[config.mk]
export PLATFORM = sky130hd
export DESIGN_NAME = wb_arbiter
export DESIGN_NICKNAME = d
export VERILOG_FILES = /design/src/rtl/wb_arbiter_pkg.sv /design/src/rtl/wb_fifo.sv /design/src/rtl/wb_arbiter.sv
export SDC_FILE = /design/constraint.sdc
export NUM_CORES = 1
export LEC_CHECK = 0
export ABC_CLOCK_PERIOD_IN_PS = 4000
export BUFFER_PORTS_ARGS = -buffer_cell sky130_fd_sc_hd__buf_2
export CORE_MARGIN = 5
export CORE_UTILIZATION = 35
export CTS_BUF_LIST = sky130_fd_sc_hd__clkbuf_8
export CTS_CLUSTER_DIAMETER = 150
export DETAILED_ROUTE_END_ITERATION = 10
export GPL_ROUTABILITY_DRIVEN = 0
export PLACE_DENSITY_LB_ADDON = 0.15
export SETUP_SLACK_MARGIN = 0.05
export SLEW_MARGIN = 30
export SYNTH_ARGS = -nofsm -noshare
export SYNTH_HDL_FRONTEND = slang
export SYNTH_HIERARCHICAL = 1
export SYNTH_SLANG_ARGS = --single-unit
[constraint.sdc]
create_clock -name clk -period 4 [get_ports clk]
set_clock_uncertainty 0.2 [all_clocks]
set_input_delay 0.8 -clock clk [delete_from_list [all_inputs] [get_ports clk]]
set_output_delay 0.8 -clock clk [all_outputs]
set_load 0.01 [all_outputs]
[src/rtl/wb_arbiter_pkg.sv]
`default_nettype none
// ============================================================================
//  Module      : wb_arbiter_pkg
//  Description : Shared constants and types for the write-back arbiter.
//  Revision    : 1.0 - initial release
// ============================================================================
package wb_arbiter_pkg;

    localparam int         XLEN     = 32;
    localparam int         AW       = 5;
    localparam logic [4:0] REG_ZERO = 5'd0;

    // Which source drives the register write port this cycle
    typedef enum logic [1:0] {
        SRC_NONE = 2'd0,
        SRC_EX   = 2'd1,
        SRC_LU   = 2'd2
    } wb_src_e;

endpackage : wb_arbiter_pkg
`default_nettype wire

[src/rtl/wb_fifo.sv]
`default_nettype none
// ============================================================================
//  Module      : wb_fifo
//  Description : Small synchronous FIFO holding deferred LU results
//                ({addr, data}); head is visible combinationally.
//  Revision    : 1.0 - initial release
// ============================================================================
module wb_fifo #(
    parameter  int DEPTH = 2,
    parameter  int WIDTH = 37,
    localparam int CW    = $clog2(DEPTH + 1),
    localparam int PW    = (DEPTH > 1) ? $clog2(DEPTH) : 1
) (
    input  logic             clk,
    input  logic             rst,
    input  logic             push,
    input  logic [WIDTH-1:0] push_data,
    input  logic             pop,
    output logic [WIDTH-1:0] head_data,
    output logic [CW-1:0]    count
);

    logic [WIDTH-1:0] r_mem [DEPTH];
    logic [PW-1:0]    r_wr_ptr;
    logic [PW-1:0]    r_rd_ptr;
    logic [CW-1:0]    r_count;

    // Pointer advance with wrap at DEPTH-1 (DEPTH need not be a power of two)
    function automatic logic [PW-1:0] ptr_inc(input logic [PW-1:0] p);
        return (p == PW'(DEPTH - 1)) ? '0 : p + 1'b1;
    endfunction

    assign head_data = r_mem[r_rd_ptr];
    assign count     = r_count;

    // Storage array; contents need no reset since count gates visibility
    always_ff @(posedge clk) begin
        if (push) begin
            r_mem[r_wr_ptr] <= push_data;
        end
    end

    // Pointers and occupancy; the caller guarantees no push when full / pop when empty
    always_ff @(posedge clk or posedge rst) begin
        if (rst) begin
            r_wr_ptr <= '0;
            r_rd_ptr <= '0;
            r_count  <= '0;
        end else begin
            if (push) r_wr_ptr <= ptr_inc(r_wr_ptr);
            if (pop)  r_rd_ptr <= ptr_inc(r_rd_ptr);
            case ({push, pop})
                2'b10:   r_count <= r_count + 1'b1;
                2'b01:   r_count <= r_count - 1'b1;
                default: r_count <= r_count;
            endcase
        end
    end

endmodule : wb_fifo
`default_nettype wire

[src/rtl/wb_arbiter.sv]
`default_nettype none
// ============================================================================
//  Module      : wb_arbiter
//  Description : Merges single-cycle EX results and long-latency LU results
//                onto one registered register-file write port, and tracks
//                registers with an outstanding LU write for ID stalling.
//  Revision    : 1.0 - initial release
// ============================================================================
module wb_arbiter #(
    parameter  int DEPTH = 2,
    parameter  int XLEN  = wb_arbiter_pkg::XLEN,
    parameter  int AW    = wb_arbiter_pkg::AW,
    localparam int CW    = $clog2(DEPTH + 1)
) (
    input  logic            clk,
    input  logic            rst,
    input  logic            ex_wen_i,
    input  logic [AW-1:0]   ex_waddr_i,
    input  logic [XLEN-1:0] ex_wdata_i,
    input  logic            lu_valid_i,
    output logic            lu_ready_o,
    input  logic [AW-1:0]   lu_waddr_i,
    input  logic [XLEN-1:0] lu_wdata_i,
    input  logic            iss_valid_i,
    input  logic [AW-1:0]   iss_rd_i,
    input  logic [AW-1:0]   chk_rs1_i,
    input  logic [AW-1:0]   chk_rs2_i,
    output logic            busy_o,
    output logic            reg_wen_o,
    output logic [AW-1:0]   reg_waddr_o,
    output logic [XLEN-1:0] reg_wdata_o,
    output logic [CW-1:0]   fifo_cnt_o
);
    import wb_arbiter_pkg::*;

    localparam logic [AW-1:0] C_X0 = AW'(REG_ZERO);

    logic                  r_live;        // low during reset, high from the first edge after
    logic [2**AW-1:0]      r_busy;
    logic [2**AW-1:0]      w_busy_next;
    wb_src_e               w_src;
    logic                  w_ex_act;
    logic                  w_lu_xfer;
    logic                  w_lu_nz;
    logic                  w_fifo_empty;
    logic                  w_bypass;
    logic                  w_push;
    logic                  w_pop;
    logic [AW+XLEN-1:0]    w_head;
    logic [AW-1:0]         w_sel_addr;
    logic [XLEN-1:0]       w_sel_data;
    logic [CW-1:0]         w_cnt;

    wb_fifo #(
        .DEPTH (DEPTH),
        .WIDTH (AW + XLEN)
    ) u_fifo (
        .clk       (clk),
        .rst       (rst),
        .push      (w_push),
        .push_data ({lu_waddr_i, lu_wdata_i}),
        .pop       (w_pop),
        .head_data (w_head),
        .count     (w_cnt)
    );

    // No pass-through when full: ready depends only on stored occupancy
    assign lu_ready_o = r_live && (w_cnt < CW'(DEPTH));
    assign fifo_cnt_o = w_cnt;
    // Bit 0 is never set, so x0 can never report busy
    assign busy_o     = r_busy[chk_rs1_i] | r_busy[chk_rs2_i];

    // Source selection: EX beats the FIFO head, which beats a direct LU bypass
    always_comb begin
        w_ex_act     = ex_wen_i && (ex_waddr_i != C_X0);
        w_lu_xfer    = lu_valid_i && lu_ready_o;
        w_lu_nz      = (lu_waddr_i != C_X0);
        w_fifo_empty = (w_cnt == '0);
        // LU results to x0 complete the handshake but are simply dropped
        w_bypass     = w_lu_xfer && w_lu_nz && w_fifo_empty && !w_ex_act;
        w_push       = w_lu_xfer && w_lu_nz && !w_bypass;
        w_pop        = !w_ex_act && !w_fifo_empty;
        w_src        = SRC_NONE;
        w_sel_addr   = '0;
        w_sel_data   = '0;
        if (w_ex_act) begin
            w_src      = SRC_EX;
            w_sel_addr = ex_waddr_i;
            w_sel_data = ex_wdata_i;
        end else if (w_pop) begin
            w_src      = SRC_LU;
            w_sel_addr = w_head[AW+XLEN-1:XLEN];
            w_sel_data = w_head[XLEN-1:0];
        end else if (w_bypass) begin
            w_src      = SRC_LU;
            w_sel_addr = lu_waddr_i;
            w_sel_data = lu_wdata_i;
        end
    end

    // Scoreboard update: clear on LU write-back, then set on issue so set wins
    always_comb begin
        w_busy_next = r_busy;
        if (w_src == SRC_LU) begin
            w_busy_next[w_sel_addr] = 1'b0;
        end
        if (iss_valid_i && (iss_rd_i != C_X0)) begin
            w_busy_next[iss_rd_i] = 1'b1;
        end
    end

    // Registered write port, scoreboard and out-of-reset flag
    always_ff @(posedge clk or posedge rst) begin
        if (rst) begin
            r_live      <= 1'b0;
            r_busy      <= '0;
            reg_wen_o   <= 1'b0;
            reg_waddr_o <= '0;
            reg_wdata_o <= '0;
        end else begin
            r_live      <= 1'b1;
            r_busy      <= w_busy_next;
            reg_wen_o   <= (w_src != SRC_NONE);
            reg_waddr_o <= w_sel_addr;
            reg_wdata_o <= w_sel_data;
        end
    end

endmodule : wb_arbiter
`default_nettype wire

Word-level counts from Yosys, hierarchy flattened
Memories as Yosys holds them, arrays and structs flattened.
Cells that the tools add are included.
{"block": "op_classes", "muxes": 24, "n_reduce_logical": 20, "n_eq_ne": 3, "order_cmp": 7, "addsub": 4, "bitwise_logic": 4}
{"op": "32-bit two-way mux", "n": 5}
{"op": "32-bit bitwise AND", "n": 1}
{"op": "32-bit NOT", "n": 1}
{"op": "32-bit OR", "n": 1}
{"op": "5-bit by 6-bit less-than comparator with 1-bit output (second input constant)", "n": 4}
{"op": "5-bit two-way mux", "n": 3}
{"op": "5-bit nonzero test", "n": 3}
{"op": "1-bit logical AND", "n": 11}
{"op": "1-bit binary-select mux with 5-bit select", "n": 2}
{"op": "1-bit demux with 5-bit select", "n": 2}
{"op": "5-bit by 1-bit >= comparator with 1-bit output (second input constant)", "n": 2}
{"op": "1-bit two-way mux", "n": 8}
{"op": "2-bit two-way mux", "n": 3}
{"op": "2-bit equality test (second input constant)", "n": 2}
{"op": "2-bit one-hot mux with 2 select lines", "n": 1}
{"op": "2-bit nonzero test", "n": 2}
{"op": "1-bit logical NOT", "n": 3}
{"op": "1-bit adder (second input constant)", "n": 2}
{"op": "2-bit by 1-bit adder with 2-bit output (second input constant)", "n": 1}
{"op": "2-bit by 1-bit equality test with 1-bit output (second input constant)", "n": 1}
{"op": "2-bit logical NOT", "n": 1}
{"op": "2-bit less-than comparator (second input constant)", "n": 1}
{"op": "2-bit by 1-bit subtractor with 2-bit output (second input constant)", "n": 1}
{"op": "1-bit OR", "n": 1}
{"block": "word_totals", "register_bits": 75, "input_bits": 94, "memories": 1, "mem_bits_rw": 74, "output_inout_bits": 42}
{"name": "u_fifo.r_mem", "words": 2, "word_bits": 37, "rd": 1, "rd_clocked_by_memory_dff": 0, "write_ports": 1, "line_no": "wb_fifo.sv:23", "rtl": "logic [WIDTH-1:0] r_mem [DEPTH];"}

Logic depth before layout (Yosys ltp)
Gate-level depths: netlist (run 1).
{"block": "depth", "word_depth": 18, "depth_mapped": 10, "ltp_nobuf": 8}

Cells and area by module
The synthesis (run 1) kept the hierarchy.
{"module": "wb_arbiter", "area_each_um2": 3860.0, "cells_each": 398, "n_inst": 1, "seq_area_each_um2": 1776.7}
{"module": "wb_fifo", "area_each_um2": 2930.3, "cells_each": 130, "n_inst": 1, "seq_area_each_um2": 2322.2}

Least setup slack after synthesis (run 1)
OpenSTA, ideal clock, no wires.
{"block": "synth_path", "kind": "input-to-reg", "start": "input ex_wen_i", "end": "memory u_fifo.r_mem[0][0], enable pin", "arrival_ps": 3401, "slack_ps": -32, "path_stages": 7, "cell_sequence": "clkbuf_1 -> o21ai_1 -> buf_2 -> buf_1 -> a21oi_1 -> inv_1 -> nor2_1"}
{"block": "synth_between", "elab_chain_len": 7}
{"element": "from (decl)", "line_no": "wb_arbiter.sv:17", "rtl": "input logic ex_wen_i,"}
{"element": "1-bit logical AND", "line_no": "wb_arbiter.sv:75", "rtl": "w_ex_act = ex_wen_i && (ex_waddr_i != C_X0);"}
{"element": "1-bit logical NOT", "line_no": "wb_arbiter.sv:80", "rtl": "w_bypass = w_lu_xfer && w_lu_nz && w_fifo_empty && !w_ex_act;"}
{"element": "1-bit logical AND", "line_no": "wb_arbiter.sv:80"}
{"element": "1-bit logical NOT", "line_no": "wb_arbiter.sv:81", "rtl": "w_push = w_lu_xfer && w_lu_nz && !w_bypass;"}
{"element": "1-bit logical AND", "line_no": "wb_arbiter.sv:81"}
{"element": "via w_push", "line_no": "wb_arbiter.sv:47", "rtl": "logic w_push;"}
{"element": "1-bit two-way mux", "line_no": "wb_fifo.sv:38", "rtl": "if (push) begin"}
{"element": "1-bit two-way mux (implied by the code)", "line_no": "wb_fifo.sv:39", "rtl": "r_mem[r_wr_ptr] <= push_data;"}
{"element": "to (decl)", "line_no": "wb_fifo.sv:23"}
The timed path passes the listed nets, and every way through them passes these cells.

Final worst setup path (run 1)
{"block": "layout_path", "start": "input chk_rs2_i[0]", "end": "output busy_o"}
{"block": "layout_between", "elab_chain_len": 3}
{"element": "from (decl)", "line_no": "wb_arbiter.sv:27", "rtl": "input logic [AW-1:0] chk_rs2_i,"}
{"element": "1-bit binary-select mux with 5-bit select", "line_no": "wb_arbiter.sv:71", "rtl": "assign busy_o = r_busy[chk_rs1_i] | r_busy[chk_rs2_i];"}
{"element": "1-bit two-way mux (implied by the code)", "line_no": "wb_arbiter.sv:71"}
{"element": "1-bit OR", "line_no": "wb_arbiter.sv:71"}
{"element": "to (decl)", "line_no": "wb_arbiter.sv:28", "rtl": "output logic busy_o,"}
Every way passes these cells. The select of a mux whose other input is x is not followed.

==> reports/metrics.cfg, run 1 <==
[synth]
synth_edf_count = 74
yosysSeqAreaShare_pct = 60.4
yosysTopAreaCell = edfxtp_1
syn-num-nets = 623
synthFlopType = dfrtp_1
synth_area_per_cell_um2 = 12.9
syn-instance-count = 528
ys_top_cells_by_area = edfxtp_1, dfrtp_1, mux4_2
synth_area_um2 = 6790
netlist-cell-type-count = 48
yosysWarnings = 6
synth_top_area_share_pct = 32.7
async_reset_ff_share_pct = 50.3
synth_seq_cells = 149

[cells_and_area]
layout_common_cells = buf_2, nor2_1, dfrtp_1, edfxtp_1, nand2_1
areaGrowthSynthToFinish_pct = 19.6
drive_above_1_share_pct = 35.6
final_nets = 754
fillCellCount = 1895
fin_util_pct = 42.1
final_common_cell = buf_2

[floorplanning]
rows = 51
die_height_um = 149
coreArea_um2 = 19300
io_pins = 136
die_area_um2 = 22300
initial_core_util_pct = 35.2
die_w_um = 149

[setup_path]
worst_path_max_delay_cell = mux4_2
critPathKind = in2out
cpMostUsedCell = buf_2
required_ns = 3.00
crit_start = chk_rs2_i[0]
cp-endpoint = busy_o
worstRegToRegCells = 7
worstReg2RegEnd = r_busy[14]
worst_path_largest_cell_delay_ns = 0.53
critPathArrivalTime_ns = 2.55
rrSetupSlack_ns = 0.93
path_cells = buf_2, mux4_2, a22o_1, a2111oi_0, a31oi_1, a21o_1, buf_2
r2r_start = u_fifo/count[1]
critPathMaxFanout = 8
critPathCaptureType = primary output
worst_setup_path_start_kind = input pin

[sta]
fin_crit_sh_pct = 88.8
slew_violations = 0
final-hold-violation-count = 0
tightest_slew_ns = 0.882
hold_ws_ns = 0.0420
tns_ns = 0
rsz0062_at_grt = false
setup_viol = 0
slew_headroom_pct = 40.9
min_period_ns = 3.55
max_freq_mhz = 281
finalWorstSetupSlack_ns = 0.447

[clock_network]
cts_tree = yes
root_buffer = clkbuf_8
clock_latency_ns = 0.44
clockBufferDepth = 2
hold_buffers = 0
clock-sinks = 149
h-tree-depth = 4
cts_buffers = 17
ctsResizeCount = 0
clkTransAtPathRegs_ns = 0.08
cts_setup_buffers = 0

[drt]
via_per_inst = 5.14
postRouteWirelength_mm = 18.2
drc = 0
num_vias = 4831
drt-pass1-iter-count = 4
wire_per_inst_um = 19.4
drt_iter0_drc = 416
ant_nets = 0

[place]
io_buffer_count = 135
dp_hpwl_mm = 12.8
pre_cts_slack_ns = 0.467

[global_routing]
grt.total_usage_pct = 16.9
grt_pass1_wl_mm = 29.0
antenna_found_initial = 3
grt-ovfl-total = 0
grt_max_degree = 38
first_global_vias = 5212

[power_and_ir_drop]
power.switching_mw = 1.62
power.share.combinational_pct = 31.5
clkPwrFrac_pct = 23.1
power.leakage_nw = 3.34
power.density_nw_per_um2 = 601
seq_power_share_pct = 45.4
intPower_mw = 3.26
peakVddDrop_v = 0.000249
swShare_pct = 33.2

[hold_path]
min_path_type = in2async

[run_status]
status = complete, no violations

[flow_run]
maxCapViolCount = 0

per-stage QoR:
stage | instance area (um^2) | instances | total power, mW
4_1_cts | 8110 | 936 | 4.92
3_5_place_dp | 7730 | 904 | 3.78
2_1_floorplan | 6790 | 528 | 3.27
3_3_place_gp | 7720 | 904 | 3.74
6_report | 8120 | 939 | 4.88
5_1_grt | 8120 | 938 | 5.15
logic make-up (layout without fill, tap and decap cells):
logic type,Yosys count,in the layout,synth area share [%]
AOI/OAI and AO/OA,106,106,12.2
xor gates and xnor gates,5,5,0.645
adders and majority gates,1,1,0.184
buffers and inverters,47,191,3.46
DFF,149,149,60.4
muxes,56,56,12.8
other,1,3,0.0552
and+or+nand+nor,163,163,10.2
area by class of cell:
class / count / area, um^2 / area share [%]
clock buffers: 19 / 262 / 3.22
multi-input cells: 332 / 2480 / 30.6
inverters: 12 / 45.0 / 0.555
well taps: 265 / 332 / 4.08
diodes: 2 / 5.00 / 0.0616
flip-flops and latches: 149 / 4100 / 50.5
repair buffers: 147 / 776 / 9.55
clock inverters: 13 / 118 / 1.45
synthesized netlist by cell type (4+ instances only):
library cell	number
a21oi_1	11
a221oi_1	32
a22o_1	4
a22oi_1	5
a31oi_1	11
and3_1	4
buf_1	5
buf_2	5
buf_6	6
clkbuf_1	17
dfrtp_1	75
edfxtp_1	74
inv_1	9
mux2_2	18
mux2_4	20
mux4_2	15
nand2_1	60
nor2_1	77
nor3b_1	4
o211ai_1	10
o21ai_0	5
o41ai_1	18
layer usage:
metal | wire [um] | share of wire [%] | up-vias | track usage [%]
met5 | 27 | 0.15 | - | 0
met1 | 7610 | 42 | 2394 | 21.0
met4 | 273 | 1.5 | 4 | 5.81
met2 | 9070 | 50 | 155 | 28.1
met3 | 1200 | 6.6 | 26 | 5.14
li1 | - | - | 2252 | -
sequential cells by signal, summed over array words and instances, names as in the netlist:
signal and cells:
r_live 1, u_fifo/count 2, reg_wen_o 1, u_fifo/r_mem 74, reg_waddr_o 5, r_busy 32
reg_wdata_o 32, u_fifo/r_wr_ptr 1, u_fifo/r_rd_ptr 1
worst min path at each step:
stage	slack, ns	from	endpoint
after floorplan	0.27	u_fifo/r_wr_ptr	u_fifo/r_wr_ptr
after global placement	0.33	u_fifo/r_wr_ptr	u_fifo/r_wr_ptr
after detailed placement	0.33	r_busy[8]	r_busy[8]
after CTS	0.006	rst	u_fifo/r_wr_ptr
after global routing	0.04	rst	u_fifo/r_wr_ptr
final	0.04	rst	u_fifo/r_wr_ptr
critical path, delay by kind of cell:
kind / cells / cell delay [ns]
buffers and inverters: 2 / 0.37
AOI/OAI and AO/OA: 4 / 0.84
muxes: 1 / 0.53
power groups by stage:
| stage | combinational, mW | clock, mW | sequential, mW |
|---|---|---|---|
| after CTS | 1.54 | 1.17 | 2.21 |
| final | 1.54 | 1.13 | 2.21 |
| after detailed placement | 1.54 | 0 | 2.24 |
| after global placement | 1.51 | 0 | 2.23 |
| after global routing | 1.67 | 1.23 | 2.25 |
| after floorplan | 1.09 | 0 | 2.18 |
No activity file was read; power rests on OpenSTA's default activity.
==> inputs of run 2 (changes only) <==
--- a/config.mk
+++ b/config.mk
@@ -13,6 +13,7 @@
 export CTS_CLUSTER_DIAMETER = 150
 export DETAILED_ROUTE_END_ITERATION = 10
 export GPL_ROUTABILITY_DRIVEN = 0
+export MAX_ROUTING_LAYER = met4
 export PLACE_DENSITY_LB_ADDON = 0.15
 export SETUP_SLACK_MARGIN = 0.05
 export SLEW_MARGIN = 30
==> run 2 against run 1 <==
  * Register-to-register slack better by 0.03 ns
  * Die area did not move
  * Power about the same
  * Non-clock buffer count unchanged
  * Maximum frequency fell by 0.16%
  * Clock power hardly changed
  * Worst hold slack got worse by 0.00093 ns
  * Wire length down 0.15%
  * Design area is essentially flat
  * Highest routed layer is now met4
==> reports/metrics.cfg, run 2 (synthesis results as in run 1) <==
[cells_and_area]
largest_reg_flops = 74
areaGrowthSynthToFinish_pct = 19.6
max_flop_register = u_fifo/r_mem
reg_top3 = u_fifo/r_mem x74, r_busy x32, reg_wdata_o x32
fillCellCount = 1896
fin_area_um2 = 8120
final_common_cell = buf_2
final_nets = 754
layout_common_cells = buf_2, nor2_1, dfrtp_1, edfxtp_1, nand2_1
drive_above_1_share_pct = 35.6

[sta]
tns_ns = 0
tightest_slew_ns = 0.856
fin_crit_sh_pct = 89.0
rsz0062_at_grt = false
final-hold-violation-count = 0
slew_headroom_pct = 42.7
setup_viol = 0
max_freq_mhz = 281
min_period_ns = 3.56
slew_violations = 0

[drt]
postRouteWirelength_mm = 18.1
drt-pass1-iter-count = 5
drt_iter0_drc = 412
via_per_inst = 5.18
wire_per_inst_um = 19.3
ant_nets = 0
drc = 0
num_vias = 4865

[clock_network]
clock_latency_ns = 0.44
root_buffer = clkbuf_8
clkTransAtPathRegs_ns = 0.08
ctsResizeCount = 0
h-tree-depth = 4
cts_tree = yes
hold_buffers = 0
clock-sinks = 149
cts_buffers = 17
clockBufferDepth = 2
cts_setup_buffers = 0

[global_routing]
grt.total_usage_pct = 17.4
grt_pass1_wl_mm = 29.0
grt-ovfl-total = 0
antenna_found_initial = 3
first_global_vias = 5222
grt_max_degree = 38

[setup_path]
cpMostUsedCell = buf_2
critPathArrivalTime_ns = 2.56
critPathMaxFanout = 8
worst_setup_path_start_kind = input pin
critPathKind = in2out
critPathCaptureType = primary output
path_cells = buf_2, mux4_2, a22o_1, a2111oi_0, a31oi_1, a21o_1, buf_2
worst_path_largest_cell_delay_ns = 0.53
required_ns = 3.00
worst_path_max_delay_cell = mux4_2

[floorplanning]
rows = 51
die_w_um = 149
initial_core_util_pct = 35.2
die_height_um = 149
io_pins = 136
die_area_um2 = 22300
coreArea_um2 = 19300

[hold_path]
min_path_type = in2async

[power_and_ir_drop]
power.leakage_nw = 3.34
intPower_mw = 3.26
peakVddDrop_v = 0.000250
power.density_nw_per_um2 = 601
swShare_pct = 33.2
power.share.combinational_pct = 31.4
power.switching_mw = 1.62
clkPwrFrac_pct = 23.2
seq_power_share_pct = 45.3

[place]
dp_hpwl_mm = 12.8
dpl_cell_area_um2 = 7730
io_buffer_count = 135

[flow_run]
maxCapViolCount = 0

[run_status]
status = complete, no violations

-- run 2: cell types whose count changed in the layout (fill, tap and decap cells not counted), sizes merged --
cell	previous run	this run
diode	2	3
-- run 2: stage by stage --
step	total power, mW	setup WS [ns]	utilization (%)	std cells	hold slack (ns)
global route	5.15	0.327	42.1	940	0.0352
detailed placement	3.78	0.467	40.1	904	0.329
floorplan	3.27	0.577	-	528	0.274
global placement	3.74	0.451	40.1	904	0.325
CTS	4.92	0.440	42.1	936	0.00626
finish	4.88	0.441	42.1	940	0.0410
-- run 2: cell type report --
cell class / count / area (um^2) / share of cell area (%)
Antenna cell: 3 / 7.51 / 0.0924
Clock buffer: 19 / 262 / 3.22
Clock inverter: 13 / 118 / 1.45
Inverter: 12 / 45.0 / 0.555
Multi-Input combinational cell: 332 / 2480 / 30.6
Sequential cell: 149 / 4100 / 50.5
Tap cell: 265 / 332 / 4.08
Timing Repair Buffer: 147 / 776 / 9.55
-- run 2: per-layer routing --
| layer | vias up | share of wire, % | global-route usage (%) |
|---|---|---|---|
| li1 | 2251 | - | - |
| met1 | 2426 | 42 | 21.2 |
| met2 | 162 | 50 | 28.2 |
| met3 | 26 | 6.1 | 4.71 |
| met4 | 0 | 1.6 | 5.81 |
| met5 | - | 0 | - |
-- run 2: path summary, 6_finish.rpt --
| kind | slack (ns) | startpoint | cells past startpoint | to |
|---|---|---|---|---|
| worst max-delay path | 0.44 | chk_rs2_i[0] | 7 | busy_o |
| min in group clk | 0.35 | lu_wdata_i[11] | 1 | u_fifo/r_mem[0][11] |
| worst max register to register | 0.96 | u_fifo/count[1] | 7 | r_busy[14] |
| worst min register to register | 0.35 | u_fifo/r_wr_ptr | 1 | u_fifo/r_wr_ptr |
| worst min-delay path | 0.04 | rst | 2 | u_fifo/r_wr_ptr |
| max in group asynchronous | 2.50 | rst | 3 | reg_wdata_o[2] |
-- run 2: power by group through the flow --
stage,logic (mW),clock network (mW),registers [mW]
final,1.53,1.13,2.21
after floorplan,1.09,0,2.18
after detailed placement,1.54,0,2.24
after global routing,1.67,1.23,2.25
after global placement,1.51,0,2.23
after CTS,1.54,1.17,2.21
-- run 2: worst max-delay path, delay by kind of cell --
family          cells  cell delay [ns]
compound gates      4             0.84
buf+inv             2             0.37
mux                 1             0.53
==> inputs of run 3 (changes only) <==
==> constraint.sdc (replaced) <==
create_clock -name clk -period 4 [get_ports clk]
set_clock_uncertainty 0.2 [all_clocks]
set_input_delay 0.8 -clock clk [delete_from_list [all_inputs] [get_ports clk]]
set_output_delay 0.8 -clock clk [all_outputs]
set_load 0.02 [all_outputs]
==> run 3 against run 2 <==
  * Clock power increased by 4%
  * Highest routed layer unchanged
  * Power grew 2.5%
  * Non-clock buffer count shrank 2
  * Design area about the same
  * Die area is the same
  * Sequential cell count stayed put
  * Wire length shrank 1.1%
  * Critical path type unchanged
  * Via count unchanged
  * Register-to-register slack worse by 0.04 ns
  * Sequential power barely moved
==> reports/metrics.cfg, run 3 (synthesis results as in run 1) <==
[run_status]
status = complete, no violations

[cells_and_area]
layout_common_cells = buf_2, nor2_1, dfrtp_1, edfxtp_1, nand2_1
register_area_um2 = 4100
final_common_cell = buf_2
fillCellCount = 1885
largest_reg_flops = 74
reg_top3 = u_fifo/r_mem x74, r_busy x32, reg_wdata_o x32
drive_above_1_share_pct = 35.4
multi_input_area_um2 = 2480
final_nets = 752
areaGrowthSynthToFinish_pct = 19.5
max_flop_register = u_fifo/r_mem

[place]
io_buffer_count = 135
dp_hpwl_mm = 12.6

[floorplanning]
initial_core_util_pct = 35.2
coreArea_um2 = 19300
die_area_um2 = 22300
io_pins = 136
die_height_um = 149
rows = 51
die_w_um = 149

[setup_path]
critPathArrivalTime_ns = 2.57
critPathMaxFanout = 8
r2r_start = u_fifo/r_rd_ptr
rrSetupSlack_ns = 0.92
worstRegToRegCells = 6
critPathKind = in2out
critPathCaptureType = primary output
required_ns = 3.00
cp-endpoint = busy_o
worst_setup_path_start_kind = input pin
worstReg2RegEnd = r_busy[11]
crit_start = chk_rs2_i[0]

[drt]
num_vias = 4865
drt-pass1-iter-count = 5
via_per_inst = 5.19
drt_iter0_drc = 321
ant_nets = 0
drc = 0
postRouteWirelength_mm = 18.0
wire_per_inst_um = 19.1

[clock_network]
clock_latency_ns = 0.44
cts_setup_buffers = 0
hold_buffers = 0
cts_buffers = 17
root_buffer = clkbuf_8
h-tree-depth = 4
clock-sinks = 149
cts_tree = yes
ctsResizeCount = 0
clkTransAtPathRegs_ns = 0.08
clockBufferDepth = 2

[power_and_ir_drop]
total_power_mw = 5.00
power.density_nw_per_um2 = 616
power.leakage_nw = 3.31
peakVddDrop_v = 0.000251

[sta]
max_freq_mhz = 280
rsz0062_at_grt = false
slew_headroom_pct = 39.4
tns_ns = 0
fin_crit_sh_pct = 89.2
tightest_slew_ns = 0.907
min_period_ns = 3.57
setup_viol = 0
slew_violations = 0
final-hold-violation-count = 0

[global_routing]
grt-ovfl-total = 0
grt_max_degree = 38
first_global_vias = 5221
grt_pass1_wl_mm = 28.4
antenna_found_initial = 1
grt.total_usage_pct = 17.0

[flow_run]
maxCapViolCount = 0

[hold_path]
min_path_type = in2async

-- run 3: critical path, cell delays in order --
cell	delay, ns
buf_2	0.25
mux4_2	0.53
a22o_1	0.23
a2111oi_0	0.36
a31oi_1	0.07
a21o_1	0.17
buf_2	0.15
-- run 3: cell type report --
type                       instances  area share [%]
clock inverter                    14            2.00
clock buffer                      17            2.88
antenna                            4           0.123
sequential                       149            50.5
multi-input combinational        332            30.6
tap                              265            4.09
timing repair buffer             145            9.25
inverter                          12           0.555
-- run 3: layer usage --
layer  wire [um]  track usage [%]  up-vias  share of wire [%]
li1            -                -     2245                  -
met1        7600             20.8     2398                 42
met2        8780             27.0      182                 49
met3        1070             4.38       40                5.9
met4         511             7.32        0                2.8
met5           0                -        -                  0
-- run 3: how the worst min path moves through the flow --
stage                                 end  slack [ns]  depth (start not counted)
after floorplan           u_fifo/r_wr_ptr        0.27                          1
after global placement    u_fifo/r_wr_ptr        0.33                          1
after detailed placement  u_fifo/r_wr_ptr        0.35                          1
after CTS                 u_fifo/r_wr_ptr        0.02                          2
after global routing      u_fifo/r_wr_ptr        0.03                          2
final                     u_fifo/r_wr_ptr        0.05                          2
-- run 3: stage by stage --
stage | cells | setup slack (ns) | hold slack (ns) | cell area (um^2) | util [%]
after floorplan | 528 | 0.577 | 0.274 | 6790 | -
after global placement | 903 | 0.452 | 0.327 | 7700 | 40.0
after detailed placement | 903 | 0.439 | 0.350 | 7710 | 40.0
after CTS | 934 | 0.429 | 0.0160 | 8110 | 42.1
after global routing | 935 | 0.168 | 0.0258 | 8110 | 42.1
final | 938 | 0.433 | 0.0503 | 8120 | 42.1
-- run 3: power by group --
group	leakage [nW]	switching (mW)	total [mW]	internal, mW
combinational	1.57	0.900	1.62	0.718
clock	0.196	0.562	1.17	0.610
sequential	1.54	0.250	2.21	1.96
total	3.31	1.71	5.00	3.29
